## src/rtl/sim_halt_monitor_if.sv

```systemverilog
`default_nettype none
// ============================================================================
//  Module      : sim_halt_monitor_if
//  Description : Commit-stage bundle observed by the halt monitor. It carries
//                the per-channel commit strobes, instructions and PCs, the a0
//                architectural value and the external abort request.
//                master : driven by the core / sim top (outputs)
//                slave  : seen by the monitor (inputs)
//  Revision    : 1.0 - initial release
// ============================================================================
interface sim_halt_monitor_if #(
    parameter int NCHAN = 1,
    parameter int XLEN  = 64
);
    logic [NCHAN-1:0]      commit_valid;
    logic [32*NCHAN-1:0]   commit_inst;
    logic [XLEN*NCHAN-1:0] commit_pc;
    logic [XLEN-1:0]       a0;
    logic                  halt_req;

    modport master (
        output commit_valid,
        output commit_inst,
        output commit_pc,
        output a0,
        output halt_req
    );

    modport slave (
        input commit_valid,
        input commit_inst,
        input commit_pc,
        input a0,
        input halt_req
    );
endinterface
`default_nettype wire

```

## src/rtl/sim_halt_monitor.sv

```systemverilog
`default_nettype none
// ============================================================================
//  Module      : sim_halt_monitor
//  Description : Halt/trap monitor on the NPC commit stage. It detects ebreak
//                (32'h00100073), external abort requests and a no-commit
//                watchdog. It then drains for a fixed number of cycles and
//                holds the halt cause, code and PC until reset. It also keeps
//                retired-instruction and cycle counters.
//  Ports       : clock, reset       - clock, synchronous active-high reset
//                commit_if (slave)  - commit_valid/inst/pc, a0, halt_req
//                halted             - high while halted (sticky)
//                halt_valid         - pulse on first halted cycle
//                halt_cause/code/pc - latched halt information
//                retired_cnt        - committed instruction count
//                cycle_cnt          - cycles spent in RUN and DRAIN
//  Options     : SIM_HALT_DPI_EN - when defined, on the first halted cycle the
//                block reports the halt code and then calls $finish. It first
//                reports the cause and PC when the cause is TIMEOUT or ABORT.
//  Revision    : 1.0 - initial release
// ============================================================================
module sim_halt_monitor #(
    parameter int NCHAN          = 1,
    parameter int XLEN           = 64,
    parameter int DRAIN_CYCLES   = 2,
    parameter int TIMEOUT_CYCLES = 10000
) (
    input  wire logic             clock,
    input  wire logic             reset,
    sim_halt_monitor_if.slave     commit_if,
    output logic                  halted,
    output logic                  halt_valid,
    output logic [2:0]            halt_cause,
    output logic [31:0]           halt_code,
    output logic [XLEN-1:0]       halt_pc,
    output logic [63:0]           retired_cnt,
    output logic [63:0]           cycle_cnt
);

    localparam logic [31:0] c_EBREAK        = 32'h0010_0073;
    localparam logic [2:0]  c_CAUSE_NONE    = 3'd0;
    localparam logic [2:0]  c_CAUSE_GOOD    = 3'd1;
    localparam logic [2:0]  c_CAUSE_BAD     = 3'd2;
    localparam logic [2:0]  c_CAUSE_TIMEOUT = 3'd3;
    localparam logic [2:0]  c_CAUSE_ABORT   = 3'd4;
    localparam logic [31:0] c_CODE_TIMEOUT  = 32'hFFFF_FFFF;
    localparam logic [31:0] c_CODE_ABORT    = 32'hDEAD_0001;
    localparam bit          c_WD_EN         = (TIMEOUT_CYCLES != 0);
    localparam logic [31:0] c_TIMEOUT       = 32'(TIMEOUT_CYCLES);
    // DRAIN always lasts at least one cycle, so a zero setting behaves as one.
    localparam logic [31:0] c_DRAIN_LAST    = (DRAIN_CYCLES == 0) ? 32'd0
                                                                  : 32'(DRAIN_CYCLES - 1);

    typedef enum logic [1:0] {
        ST_RUN    = 2'd0,
        ST_DRAIN  = 2'd1,
        ST_HALTED = 2'd2
    } state_t;

    state_t            r_state;
    state_t            w_state_next;
    logic              r_halted;
    logic              r_halt_valid;
    logic              w_halted_next;
    logic              w_halt_valid_next;

    logic [2:0]        r_cause;
    logic [31:0]       r_code;
    logic [XLEN-1:0]   r_pc;
    logic [XLEN-1:0]   r_last_pc;
    logic [63:0]       r_retired;
    logic [63:0]       r_cycles;
    logic [31:0]       r_idle_cnt;
    logic [31:0]       r_drain_cnt;

    logic              w_ebreak_found;
    logic [XLEN-1:0]   w_ebreak_pc;
    logic [XLEN-1:0]   w_last_pc;
    logic [3:0]        w_retire_inc;
    logic              w_any_commit;
    logic              w_timeout;
    logic              w_event;

    // Walk the channels oldest-first. Retirement and the last-PC tracker stop
    // at the first ebreak, so younger channels of that group never retire.
    always_comb begin
        w_ebreak_found = 1'b0;
        w_ebreak_pc    = '0;
        w_last_pc      = r_last_pc;
        w_retire_inc   = 4'd0;
        for (int i = 0; i < NCHAN; i++) begin
            if (commit_if.commit_valid[i] && !w_ebreak_found) begin
                w_retire_inc = w_retire_inc + 4'd1;
                w_last_pc    = commit_if.commit_pc[XLEN*i +: XLEN];
                if (commit_if.commit_inst[32*i +: 32] == c_EBREAK) begin
                    w_ebreak_found = 1'b1;
                    w_ebreak_pc    = commit_if.commit_pc[XLEN*i +: XLEN];
                end
            end
        end
    end

    assign w_any_commit = |commit_if.commit_valid;
    // The idle counter holds the previous idle streak, so this cycle is the
    // Nth idle cycle when the counter plus one reaches the limit.
    assign w_timeout    = c_WD_EN && !w_any_commit && ((r_idle_cnt + 32'd1) == c_TIMEOUT);
    assign w_event      = w_ebreak_found || commit_if.halt_req || w_timeout;

    // FSM: next state and registered status flags
    always_comb begin
        w_state_next      = r_state;
        w_halted_next     = r_halted;
        w_halt_valid_next = 1'b0;
        case (r_state)
            ST_RUN: begin
                if (w_event) begin
                    w_state_next = ST_DRAIN;
                end
            end
            ST_DRAIN: begin
                if (r_drain_cnt == c_DRAIN_LAST) begin
                    w_state_next      = ST_HALTED;
                    w_halted_next     = 1'b1;
                    w_halt_valid_next = 1'b1;
                end
            end
            ST_HALTED: begin
                w_state_next = ST_HALTED;
            end
            default: begin
                w_state_next = ST_RUN;
            end
        endcase
    end

    always_ff @(posedge clock) begin
        if (reset) begin
            r_state      <= ST_RUN;
            r_halted     <= 1'b0;
            r_halt_valid <= 1'b0;
        end else begin
            r_state      <= w_state_next;
            r_halted     <= w_halted_next;
            r_halt_valid <= w_halt_valid_next;
        end
    end

    // Datapath: counters and latched halt information
    always_ff @(posedge clock) begin
        if (reset) begin
            r_cause     <= c_CAUSE_NONE;
            r_code      <= '0;
            r_pc        <= '0;
            r_last_pc   <= '0;
            r_retired   <= '0;
            r_cycles    <= '0;
            r_idle_cnt  <= '0;
            r_drain_cnt <= '0;
        end else begin
            case (r_state)
                ST_RUN: begin
                    r_cycles    <= r_cycles + 64'd1;
                    r_retired   <= r_retired + 64'(w_retire_inc);
                    r_last_pc   <= w_last_pc;
                    r_idle_cnt  <= w_any_commit ? 32'd0 : (r_idle_cnt + 32'd1);
                    r_drain_cnt <= '0;
                    if (w_ebreak_found) begin
                        r_cause <= (commit_if.a0 == '0) ? c_CAUSE_GOOD : c_CAUSE_BAD;
                        r_code  <= commit_if.a0[31:0];
                        r_pc    <= w_ebreak_pc;
                    end else if (commit_if.halt_req) begin
                        r_cause <= c_CAUSE_ABORT;
                        r_code  <= c_CODE_ABORT;
                        r_pc    <= w_last_pc;
                    end else if (w_timeout) begin
                        r_cause <= c_CAUSE_TIMEOUT;
                        r_code  <= c_CODE_TIMEOUT;
                        r_pc    <= r_last_pc;
                    end
                end
                ST_DRAIN: begin
                    r_cycles    <= r_cycles + 64'd1;
                    r_drain_cnt <= r_drain_cnt + 32'd1;
                end
                default: begin
                    // HALTED: everything frozen until reset
                end
            endcase
        end
    end

    assign halted      = r_halted;
    assign halt_valid  = r_halt_valid;
    assign halt_cause  = r_cause;
    assign halt_code   = r_code;
    assign halt_pc     = r_pc;
    assign retired_cnt = r_retired;
    assign cycle_cnt   = r_cycles;

`ifdef SIM_HALT_DPI_EN
    always_ff @(posedge clock) begin
        if (!reset && r_halt_valid) begin
            if (r_cause == c_CAUSE_TIMEOUT || r_cause == c_CAUSE_ABORT) begin
                $display("sim_halt_monitor: cause %0d at pc 0x%0h", r_cause, r_pc);
            end
            $display("sim_halt_monitor: halt code 0x%0h", r_code);
            $finish;
        end
    end
`endif

endmodule
`default_nettype wire

```

## src/flat_wrapper.sv

```systemverilog
// flat-port wrapper written by rule: the top's interface ports become plain ports
module sim_halt_monitor_flat 
#(
    parameter int NCHAN          = 1,
    parameter int XLEN           = 64,
    parameter int DRAIN_CYCLES   = 2,
    parameter int TIMEOUT_CYCLES = 10000
)
  (clock, reset, halted, halt_valid, halt_cause, halt_code, halt_pc, retired_cnt, cycle_cnt, commit_if_commit_valid, commit_if_commit_inst, commit_if_commit_pc, commit_if_a0, commit_if_halt_req);
  sim_halt_monitor_if #(.NCHAN(NCHAN), .XLEN(XLEN)) commit_if_i ();
  input  wire logic clock;
  input  wire logic reset;
  output logic halted;
  output logic halt_valid;
  output logic [2:0] halt_cause;
  output logic [31:0] halt_code;
  output logic [XLEN-1:0] halt_pc;
  output logic [63:0] retired_cnt;
  output logic [63:0] cycle_cnt;
  input wire logic [$bits(commit_if_i.commit_valid)-1:0] commit_if_commit_valid;
  input wire logic [$bits(commit_if_i.commit_inst)-1:0] commit_if_commit_inst;
  input wire logic [$bits(commit_if_i.commit_pc)-1:0] commit_if_commit_pc;
  input wire logic [$bits(commit_if_i.a0)-1:0] commit_if_a0;
  input wire logic [$bits(commit_if_i.halt_req)-1:0] commit_if_halt_req;
  assign commit_if_i.commit_valid = commit_if_commit_valid;
  assign commit_if_i.commit_inst = commit_if_commit_inst;
  assign commit_if_i.commit_pc = commit_if_commit_pc;
  assign commit_if_i.a0 = commit_if_a0;
  assign commit_if_i.halt_req = commit_if_halt_req;
  sim_halt_monitor #(.NCHAN(NCHAN), .XLEN(XLEN), .DRAIN_CYCLES(DRAIN_CYCLES), .TIMEOUT_CYCLES(TIMEOUT_CYCLES)) u_core (.clock(clock), .reset(reset), .commit_if(commit_if_i), .halted(halted), .halt_valid(halt_valid), .halt_cause(halt_cause), .halt_code(halt_code), .halt_pc(halt_pc), .retired_cnt(retired_cnt), .cycle_cnt(cycle_cnt));
endmodule
```

## config.mk

```make
export PLATFORM = sky130hd
export DESIGN_NAME = sim_halt_monitor_flat
export DESIGN_NICKNAME = d
export VERILOG_FILES = /design/src/rtl/sim_halt_monitor_if.sv /design/src/rtl/sim_halt_monitor.sv /design/src/flat_wrapper.sv
export SDC_FILE = /design/constraint.sdc
export NUM_CORES = 1
export LEC_CHECK = 0
export ABC_AREA = 1
export CORE_MARGIN = 10
export CORE_UTILIZATION = 52
export CTS_CLUSTER_SIZE = 20
export DETAILED_ROUTE_END_ITERATION = 10
export PLACE_DENSITY = 0.81
export SYNTH_ARGS = -nofsm -noshare
export SYNTH_HDL_FRONTEND = slang
export SYNTH_SLANG_ARGS = --single-unit
```

## constraint.sdc

```tcl
create_clock -name clock -period 3.4 [get_ports clock]
set_input_delay 0.34 -clock clock [delete_from_list [all_inputs] [get_ports clock]]
set_output_delay 0.34 -clock clock [all_outputs]
set_load 0.005 [all_outputs]
```

# Word level (Yosys, flattened, before mapping)
# Index checks and enable logic that the tools add are counted.
word_totals:
  mem_count: 0
  ram_bits: 0
  ff_bits: 359
  inputBits: 164
  output_inout_bits: 229
  rom_bits: 0
  word_cells: 58
  latchBits: 0
op_classes:
  n_shift: 0
  mux: 22
  n_addsub: 4
  n_bitwise: 1
  reduce_logical: 13
  n_div: 0
  n_mul: 0
  n_eq_ne: 7
  magnitude_cmp: 0
ops:
  columns: ["cell", "n"]
  rows:
  - ["two-way mux 64 bit", 6]
  - ["two-way mux 32 bit", 4]
  - ["adder 32 x 1 -> 32 bit (second input constant)", 2]
  - ["adder 64 x 1 -> 64 bit", 1]
  - ["adder 64 x 1 -> 64 bit (second input constant)", 1]
  - ["zero test 64 bit", 1]
  - ["case mux 32 bit (2 select lines)", 1]
  - ["== test 32 x 1 -> 1 bit (second input constant)", 1]
  - ["== test 32 x 14 -> 1 bit (second input constant)", 1]
  - ["== test 32 x 21 -> 1 bit (second input constant)", 1]
  - ["two-way mux 3 bit", 3]
  - ["two-way mux 2 bit", 3]
  - ["case mux 2 bit (3 select lines)", 1]
  - ["AND reduction 2 bit", 3]
  - ["two-way mux 1 bit", 4]
  - ["!= test 2 x 1 -> 1 bit (second input constant)", 2]
  - ["OR reduction 2 bit", 2]
  - ["nonzero test 3 bit", 1]
  - ["== test 2 x 1 -> 1 bit (second input constant)", 1]
  - ["== test 2 bit (second input constant)", 1]
  - ["zero test 2 bit", 1]
  - ["logical OR 1 bit", 2]
  - ["nonzero test 2 bit", 1]
  - ["logical AND 1 bit", 1]
  - ["other kinds (2)", 2]

# Longest topological paths before layout
# Gate-level depths: netlist of run 1.
depth:
  ltp_word: 7
  depth_mapped: 20
  depth_no_buf: 18

# Least setup slack after synthesis of run 1
# Ideal clock, no wire load.
synth_timing:
  kind: "reg-to-reg"
  from: "register u_core.r_state[0]"
  to: "register u_core.r_cycles[54] (netlist: u_core.cycle_cnt[54])"
  period_less_slack_ns: 2.392
  setup_ns: 0.115
  path_stages_with_launch: 18
  path_buffers: 1
  t_required_ns: 3.285
  slack_ns: 1.008
  arrival_ns: 2.277
  path_cell_list: "dfxtp_1 > inv_1 > ha_1 > buf_2 > nor2_2 > nor2_1 > nand2_1 > nor3_1 > inv_1 > nor2_1 > inv_2 > nor2_1 > inv_1 > nor2_1 > inv_1 > nor2_1 > a21oi_1 > o21a_1"
synth_via:
  elab_chain_len: 2
  word_cells_on_any_way: 3
  classes_between: "eq/ne (1); reduce/logical (2)"
synth_rtl:
  columns: ["item", "line_no", "rtl"]
  rows:
  - ["from (decl)", "sim_halt_monitor.sv:59", "state_t r_state;"]
  - ["from (signal assigned)", "sim_halt_monitor.sv:141", "r_state <= w_state_next;"]
  - ["== test 2 x 1 -> 1 bit or zero test 2 bit (tied branches)", "sim_halt_monitor.sv:159", "case (r_state)"]
  - ["OR reduction 2 bit (no line) (*)", null, null]
  - ["to (signal assigned)", "sim_halt_monitor.sv:161", "r_cycles <= r_cycles + 64'd1;"]
  - ["to (signal assigned)", "sim_halt_monitor.sv:181", "r_cycles <= r_cycles + 64'd1;"]
  - ["to (decl)", "sim_halt_monitor.sv:71", "logic [63:0] r_cycles;"]
# Mark *: on every way between the ends. The rest lies on a longest branch, timed or not.
# A chain may end at the register's enable or synchronous reset.

# Worst setup path in the final report of run 1
layout_timing:
  from: "register u_core.r_idle_cnt[1]"
  to: "register u_core.r_pc[7] (netlist: u_core.halt_pc[7])"
layout_via:
  elab_chain_len: 5
layout_rtl:
  columns: ["item", "line_no", "rtl"]
  rows:
  - ["from (decl)", "sim_halt_monitor.sv:72", "logic [31:0] r_idle_cnt;"]
  - ["from (signal assigned)", "sim_halt_monitor.sv:164", "r_idle_cnt <= w_any_commit ? 32'd0 : (r_idle_cnt + 32'd1);"]
  - ["adder 32 x 1 -> 32 bit", "sim_halt_monitor.sv:105", "assign w_timeout = c_WD_EN && !w_any_commit && ((r_idle_cnt + 32'd1) == c_TIMEOUT);"]
  - ["== test 32 x 14 -> 1 bit", "sim_halt_monitor.sv:105", null]
  - ["logical AND 1 bit", "sim_halt_monitor.sv:105", null]
  - ["nonzero test 3 bit (no line)", null, null]
  - ["AND reduction 2 bit (no line)", null, null]
  - ["to (signal assigned)", "sim_halt_monitor.sv:169", "r_pc <= w_ebreak_pc;"]
  - ["to (signal assigned)", "sim_halt_monitor.sv:173", "r_pc <= w_last_pc;"]
  - ["to (signal assigned)", "sim_halt_monitor.sv:177", "r_pc <= r_last_pc;"]
  - ["to (decl)", "sim_halt_monitor.sv:68", "logic [XLEN-1:0] r_pc;"]
# Every way passes these cells.

==> run metrics, run 1 <==
crit path max-delay cell type=dfxtp_1; starting density of the core=52.9%; Final #Nets=3447; CTS max path bufs=3; PostCTS Resize Cnt=0; 1st-pass router iterations=6; Main synth FF type=dfxtp_1; sequential fraction of design power=42.0%; clock latency on the worst-skew pair=0.56 ns; Lkg Pwr=0.00913 uW; most numerous cell in the Yosys netlist=nand2_1; CTS tree=yes; drt initial violations=1596; io pins=393; Root Buffer=clkbuf_16; # port buffers=392; initial antenna violation count=0; Setup Buffers After CTS=0; EDFF count, synth=0; global route overflow=0; area grow syn2layout=29.0%; top post-synthesis cells by count=622 x nand2_1, 428 x nor2_1, 374 x inv_1; Synth Instances=2941; internal power=8090 uW; Setup-failing EPs final=0; Sw Share=28.8%; post-DR wirelength/cell=17.3 um; post-synthesis mux area share=0%; pre-CTS setup slack=0.489 ns; number of CTS-inserted buffers=40; run status=finished, final reports clean; # diodes=0; wirelength, routed=65200 um; Yosys reg bits=359; Site Rows=69; setup TNS=0 ns; power share of the clock group=38.3%; die area=44300 sq um; adder-cell share of the synthesized area=0.530%; Worst EP required=3.83 ns; routed via count=20900; Syn Std Cell Area=18900 sq um; pin count of the biggest net entering global routing=113; via/cell ratio=5.55; Post-DRT Antenna Nets=0; chip height=211 um; hpwl dp=47500 um; endpoints failing hold=0; crit path DAT=3.38 ns; Worst-path clk slew=0.06 ns; combinational power share=19.7%; die width=211 um; critical path startpoint category=flop; distinct cell type count after synthesis=48; simple-gate portion of the synthesized area=32.0%; max cap viols=0; CP Cell Sequence=ha_1, nand2_2, nor2_4, nand2_4, nor2_4, nand2_1, nand2_1, nand2_1, nor2_1, nand2_1, nor2_1, nand3_1, nand2_1, nand2_1, buf_4, o21ai_0, nor2_1; global-route wire length before repair=104000 um; Hold Crit Class=in2reg; maximum fanout along the worst path=55; CTS H-tree lvls=2; Yosys top cell area share=38.1%; largest family of logic cells by synthesized area=simple AND/OR/NAND/NOR gates; DRC=0; P_sw=3270 uW; Synth area leader=dfxtp_1; Total GRT Usage=28.0%; crit path time final=2.95 ns; Core ar.=35700 sq um; Most Frequent Cell on Critical Path=nand2_1; Sinks on Clock Net=359; Placer Congestion=0.927; synth top area cells=dfxtp_1 38%, nand2_1 12%, o21ai_0 8.9%; share of cells above drive strength 1=4.03%; Compound-Gate Fraction of Synth Area=18.1%; Synth Area per Inst=6.42 sq um; Slew Viols, Final=0; RSZ-0062 raised after global routing=no; setup slack, reg-to-reg=0.45 ns; CP Class=reg2reg; Seq/Total Area, Yosys=38.1%; slew margin rel.=39.7%; max incr delay on CP=0.42 ns; # hold bufs at CTS=0; Clock Skews=0.0145 ns; Power Density=467 nW/um^2; worst-margin pin slew=0.905 ns; Max VDD drop=0.386 mV; setup ws final=0.452 ns; Synth warnings=0; Post-synth ARST share=0%; Tcrit/Tclk final=86.7%; Max Fclk=0.339 GHz; CP endpoint kind=flop; Syn Nets=3113; vias in the first global route=19600; XOR/XNOR Fraction of Synth Area=0.789%
[final timing paths]
| kind | from | cells after the start | to |
|---|---|---|---|
| worst max register to register | u_core.r_idle_cnt[1] | 17 | u_core.halt_pc[7] |
| worst max-delay path | u_core.r_idle_cnt[1] | 17 | u_core.halt_pc[7] |
| worst min register to register | u_core.halted | 2 | u_core.halted |
| worst min-delay path | commit_if_commit_valid | 4 | u_core.retired_cnt[0] |
[per-stage QoR]
step,utilization [%],hold WS [ns],area [sq um],std cells,power [uW]
2_1_floorplan,-,0.439,18900,2941,6100
3_3_place_gp,64.7,0.440,23100,3694,7000
3_5_place_dp,64.7,0.445,23100,3694,7080
4_1_cts,68.3,0.160,24400,3763,11400
5_1_grt,68.3,0.170,24400,3763,11900
6_report,68.3,0.168,24400,3763,11400
[flip-flops by register name (all words and copies together), names as in the netlist]
signal and flops:
u_core.retired_cnt 64, u_core.r_state 2, u_core.halt_pc 64, u_core.r_drain_cnt 32
u_core.halt_valid 1, u_core.halt_code 32, u_core.halt_cause 3, u_core.cycle_cnt 64
u_core.r_idle_cnt 32, u_core.r_last_pc 64, u_core.halted 1
[routing by layer]
layer | global-route usage [%] | vias to the layer above | part of all wire, %
met5 | 0 | - | 0
met4 | 7.47 | 0 | 2.2
met3 | 6.20 | 94 | 8.6
met2 | 47.3 | 909 | 47
met1 | 35.4 | 9595 | 42
li1 | - | 10300 | -
[power by group through the flow]
stage	sequential, uW	clock [uW]	combinational, uW
3_5_place_dp	4860	0	2220
3_3_place_gp	4840	0	2160
4_1_cts	4760	4410	2240
2_1_floorplan	4820	0	1280
5_1_grt	4800	4580	2500
6_report	4770	4350	2240
[placed cells by master (no fill, tap or decap), types with 7 or more instances in the layout]
cell and n:
nand2_1 622, nor2_1 427, clkdlybuf4s50_1 390, inv_1 372, dfxtp_1 359, o21ai_0 334
a21oi_1 217, nor3_1 110, nand3_1 86, nand4_1 57, nor4_1 44, clkbuf_16 41
nor2_2 27, buf_4 27, o221ai_1 25, o22ai_1 16, nand3b_1 14, o21a_1 13
xor2_1 12, clkbuf_1 10, a211oi_1 9, ha_1 8, clkinv_2 7, and3_1 7
o211ai_1 7
[layout make-up]
cell class	instances	area, sq um
Tap cell	461	577
Inverter	377	1420
Fill cell	3134	11300
Sequential cell	359	7190
Multi-Input combinational cell	2077	9710
Timing Repair Buffer	420	4170
Clock buffer	57	1150
Clock inverter	12	146
[worst max-delay path, delay by kind of cell (launching register included)]
kind	cells	cell delay, ns
AOI/OAI and AO/OA	1	0.37
adders and majority gates	1	0.25
buffers and inverters	1	0.32
DFF	1	0.42
and+or+nand+nor	14	1.45
[logic make-up after synthesis]
family / count (synthesis)
AO/OA/AOI/OAI: 637
XOR/XNOR: 17
adder cells (fa/ha/maj): 8
buffers and inverters: 505
flip-flops: 359
AND/OR/NAND/NOR: 1415
(Power assumes the default switching activity.)
==> inputs of run 2 (changes only) <==
--- a/config.mk
+++ b/config.mk
@@ -5,9 +5,9 @@
 export SDC_FILE = /design/constraint.sdc
 export NUM_CORES = 1
 export LEC_CHECK = 0
-export ABC_AREA = 1
+export CAP_MARGIN = 20
 export CORE_MARGIN = 10
-export CORE_UTILIZATION = 52
+export CORE_UTILIZATION = 51
 export CTS_CLUSTER_SIZE = 20
 export DETAILED_ROUTE_END_ITERATION = 10
 export PLACE_DENSITY = 0.81
==> run 2 against run 1 <==
Against the previous run:
- via count down 23%
- final cell count down 26%
- worst setup slack worse by 0.30 ns
- critical endpoint is now u_core.halt_pc[3]
- fmax down 9.2%
- clock power about the same
- non-clock buffer count up 27
- clock skew up 0.0080 ns
- sequential cell count unchanged
- die area down 7.4%
- design area down 6.2%
- utilization up 1.5 points
==> run metrics, run 2 <==
CP Class=reg2reg (unchanged); Sinks on Clock Net=359 (unchanged); Total GRT Usage=24.1% (was 28.0%); Power Density=500 nW/um^2 (was 467 nW/um^2); Worst EP required=3.87 ns (was 3.83 ns); top post-synthesis cells by count=359 x dfxtp_1, 247 x nand2_1, 205 x nor2_1 (was 622 x nand2_1, 428 x nor2_1, 374 x inv_1); initial antenna violation count=2 (was 0); Post-synth ARST share=0% (unchanged); Hold Crit Class=in2reg (unchanged); CP delay by family, top=simple AND/OR/NAND/NOR gates (unchanged); post-DR wirelength/cell=18.7 um (was 17.3 um); Max Fclk=0.308 GHz (was 0.339 GHz); Post-DRT Antenna Nets=0 (unchanged); global-route wire length before repair=83700 um (was 104000 um); Worst-path clk slew=0.06 ns (about the same); Min Hold Slack=0.275 ns (was 0.168 ns); # fillers=2524 (was 3134); distinct cell type count after synthesis=67 (was 48); worst-margin pin slew=1.06 ns (was 0.905 ns); Tcrit/Tclk final=95.5% (was 86.7%); critical path startpoint category=flop (unchanged); CP endpoint kind=flop (unchanged); commonest non-fill, non-tap cell in the layout=clkdlybuf4s50_1 (was nand2_1); CTS max path bufs=3 (unchanged); Root Buffer=clkbuf_16 (unchanged); commonest cells after routing, fill and taps aside=391 x clkdlybuf4s50_1, 359 x dfxtp_1, 246 x nand2_1, 203 x nor2_1, 149 x a21oi_1 (was 622 x nand2_1, 427 x nor2_1, 390 x clkdlybuf4s50_1, 372 x inv_1, 359 x dfxtp_1); Synth warnings=0 (unchanged); clock latency on the worst-skew pair=0.53 ns (was 0.56 ns); via/cell ratio=5.77 (was 5.55); starting density of the core=52.0% (was 52.9%); Placer Congestion=0.888 (was 0.927); chip height=203 um (was 211 um); Site Rows=66 (was 69); max incr delay on CP=0.48 ns (was 0.42 ns); share of cells above drive strength 1=10.0% (was 4.03%); Syn Nets=2142 (was 3113); reg2reg start=u_core.r_idle_cnt[8] (was u_core.r_idle_cnt[1]); CP Cell Sequence=nand2_1, nor3b_2, buf_4, and3_1, mux2i_1, and4_1, nand4_1, buf_12, buf_4, a2111oi_0, a31o_1 (was ha_1, nand2_2, nor2_4, nand2_4, nor2_4, nand2_1, nand2_1, nand2_1, nor2_1, nand2_1, nor2_1, nand3_1, nand2_1, nand2_1, buf_4, o21ai_0, nor2_1); Critical path origin=u_core.r_idle_cnt[8] (was u_core.r_idle_cnt[1]); worst hold start=reset (was commit_if_commit_valid); most numerous cell in the Yosys netlist=dfxtp_1 (was nand2_1); Synth area leader=dfxtp_1 (unchanged); Setup-failing EPs final=0 (unchanged); Core ar.=32700 sq um (was 35700 sq um); hpwl dp=37000 um (was 47500 um); Clock Skews=0.0225 ns (was 0.0145 ns); io pins=393 (unchanged); EDFF count, synth=0 (unchanged); Yosys top cell area share=42.3% (was 38.1%); cell count after placement=2726 (was 3694); number of CTS-inserted buffers=40 (unchanged); # port buffers=392 (unchanged); DRC=0 (unchanged); wirelength, routed=52500 um (was 65200 um); endpoints failing hold=0 (unchanged); vias in the first global route=15800 (was 19600); slew margin rel.=29.4% (was 39.7%); Final #Nets=2499 (was 3447); run status=finished, final reports clean (unchanged); die area=41000 sq um (was 44300 sq um); Lkg Pwr=0.00783 uW (was 0.00913 uW); Max VDD drop=0.379 mV (was 0.386 mV); Main synth FF type=dfxtp_1 (unchanged); Syn Std Cell Area=17000 sq um (was 18900 sq um); 1st-pass router iterations=8 (was 6); drt initial violations=1122 (was 1596); Core Util, Final=69.8% (was 68.3%); Slew Viols, Final=0 (unchanged); global route overflow=0 (unchanged); area grow syn2layout=34.3% (was 29.0%); Most Frequent Cell on Critical Path=buf_4 (was nand2_1); Synth Instances=1970 (was 2941); CTS H-tree lvls=2 (unchanged); # hold bufs at CTS=0 (unchanged); Seq/Total Area, Yosys=42.3% (was 38.1%); Final Non-Filler Cells=2803 (was 3763); Synth Area per Inst=8.63 sq um (was 6.42 sq um); synth top area cells=dfxtp_1 42%, nand2_1 5.5%, nor2_1 4.5% (was dfxtp_1 38%, nand2_1 12%, o21ai_0 8.9%); routed via count=16200 (was 20900); CTS tree=yes (unchanged); max cap viols=0 (unchanged); Yosys reg bits=359 (unchanged); die width=203 um (was 211 um); crit path max-delay cell type=dfxtp_1 (unchanged); crit path time final=3.25 ns (was 2.95 ns); pin count of the biggest net entering global routing=95 (was 113); Bufs and invs on worst path=3 (was 1); crit path DAT=3.71 ns (was 3.38 ns); maximum fanout along the worst path=26 (was 55)
## run 2: cell types whose count changed after synthesis, moves of 25 or more
| cell | before | now |
|---|---|---|
| a2111oi_2 | 0 | 49 |
| o221ai_1 | 25 | 0 |
| nor3_1 | 110 | 34 |
| nor2_2 | 26 | 1 |
| a31o_1 | 0 | 54 |
| inv_1 | 374 | 63 |
| a21oi_1 | 217 | 149 |
| xor2_1 | 12 | 76 |
| xnor2_1 | 5 | 40 |
| o21ai_0 | 334 | 52 |
| nor2_1 | 428 | 205 |
| nand2_1 | 622 | 247 |
| or3_1 | 1 | 26 |
| mux2i_1 | 0 | 74 |
## run 2: power breakdown
part / internal, uW / switching (uW)
Sequential: 4510 / 189
Clock: 2610 / 1730
Combinational: 1010 / 1370
Total: 8130 / 3290
## run 2: routing by layer
| metal | GRT usage, % | share of wire (%) |
|---|---|---|
| met1 | 30.4 | 42 |
| met2 | 40.0 | 47 |
| met3 | 6.21 | 7.9 |
| met4 | 6.66 | 2.4 |
| met5 | 0 | 0 |
## run 2: logic make-up (layout without fill, tap and decap cells)
| group | Yosys count | count (layout) | share of synthesized area (%) |
|---|---|---|---|
| AND/OR/NAND/NOR | 806 | 806 | 23.2 |
| AO/OA/AOI/OAI | 407 | 407 | 18.4 |
| XOR/XNOR | 116 | 116 | 5.98 |
| multiplexers | 78 | 78 | 4.62 |
| flip-flops | 359 | 359 | 42.3 |
| adder cells (fa/ha/maj) | 8 | 8 | 0.589 |
| other | 0 | 2 | 0 |
| buffers and inverters | 196 | 585 | 4.86 |
## run 2: what timing repair did
action	in CTS	in global routing
endpoints found under the hold margin	0	0
setup buffers	0	1
setup endpoints to repair	0	65
resized for setup	0	8
## run 2: cell type report
type / instances / area, sq um / area share, %
inverters: 64 / 241 / 1.06
diodes: 2 / 5.00 / 0.0219
well taps: 442 / 553 / 2.42
clock inverters: 13 / 128 / 0.559
flip-flops and latches: 359 / 7190 / 31.5
clock buffers: 61 / 1210 / 5.30
multi-input cells: 1415 / 9060 / 39.7
repair buffers: 447 / 4450 / 19.5
## run 2: worst paths after layout
kind	to	slack (ns)	depth (start not counted)
worst max-delay path	u_core.halt_pc[3]	0.15	11
worst min-delay path	u_core.r_last_pc[23]	0.27	2
worst max register to register	u_core.halt_pc[3]	0.15	11
worst min register to register	u_core.r_last_pc[27]	0.45	2
## run 2: worst reg2reg max path: cells and delay by family (launching register included)
family                 cells  cell delay [ns]
AND/OR/NAND/NOR            5             1.14
AO/OA/AOI/OAI              2             0.62
multiplexers               1             0.31
buffers and inverters      3             0.63
flip-flops                 1             0.48
## run 2: metrics by stage
stage / power [uW] / TNS (ns) / instance area (sq um) / setup WS, ns
floorplan: 6060 / 0 / 17000 / 0.600
global placement: 7080 / 0 / 21500 / 0.166
detailed placement: 7150 / 0 / 21500 / 0.111
CTS: 11500 / 0 / 22800 / 0.0882
global route: 11900 / -0.00551 / 22800 / -0.00551
finish: 11400 / 0 / 22800 / 0.153
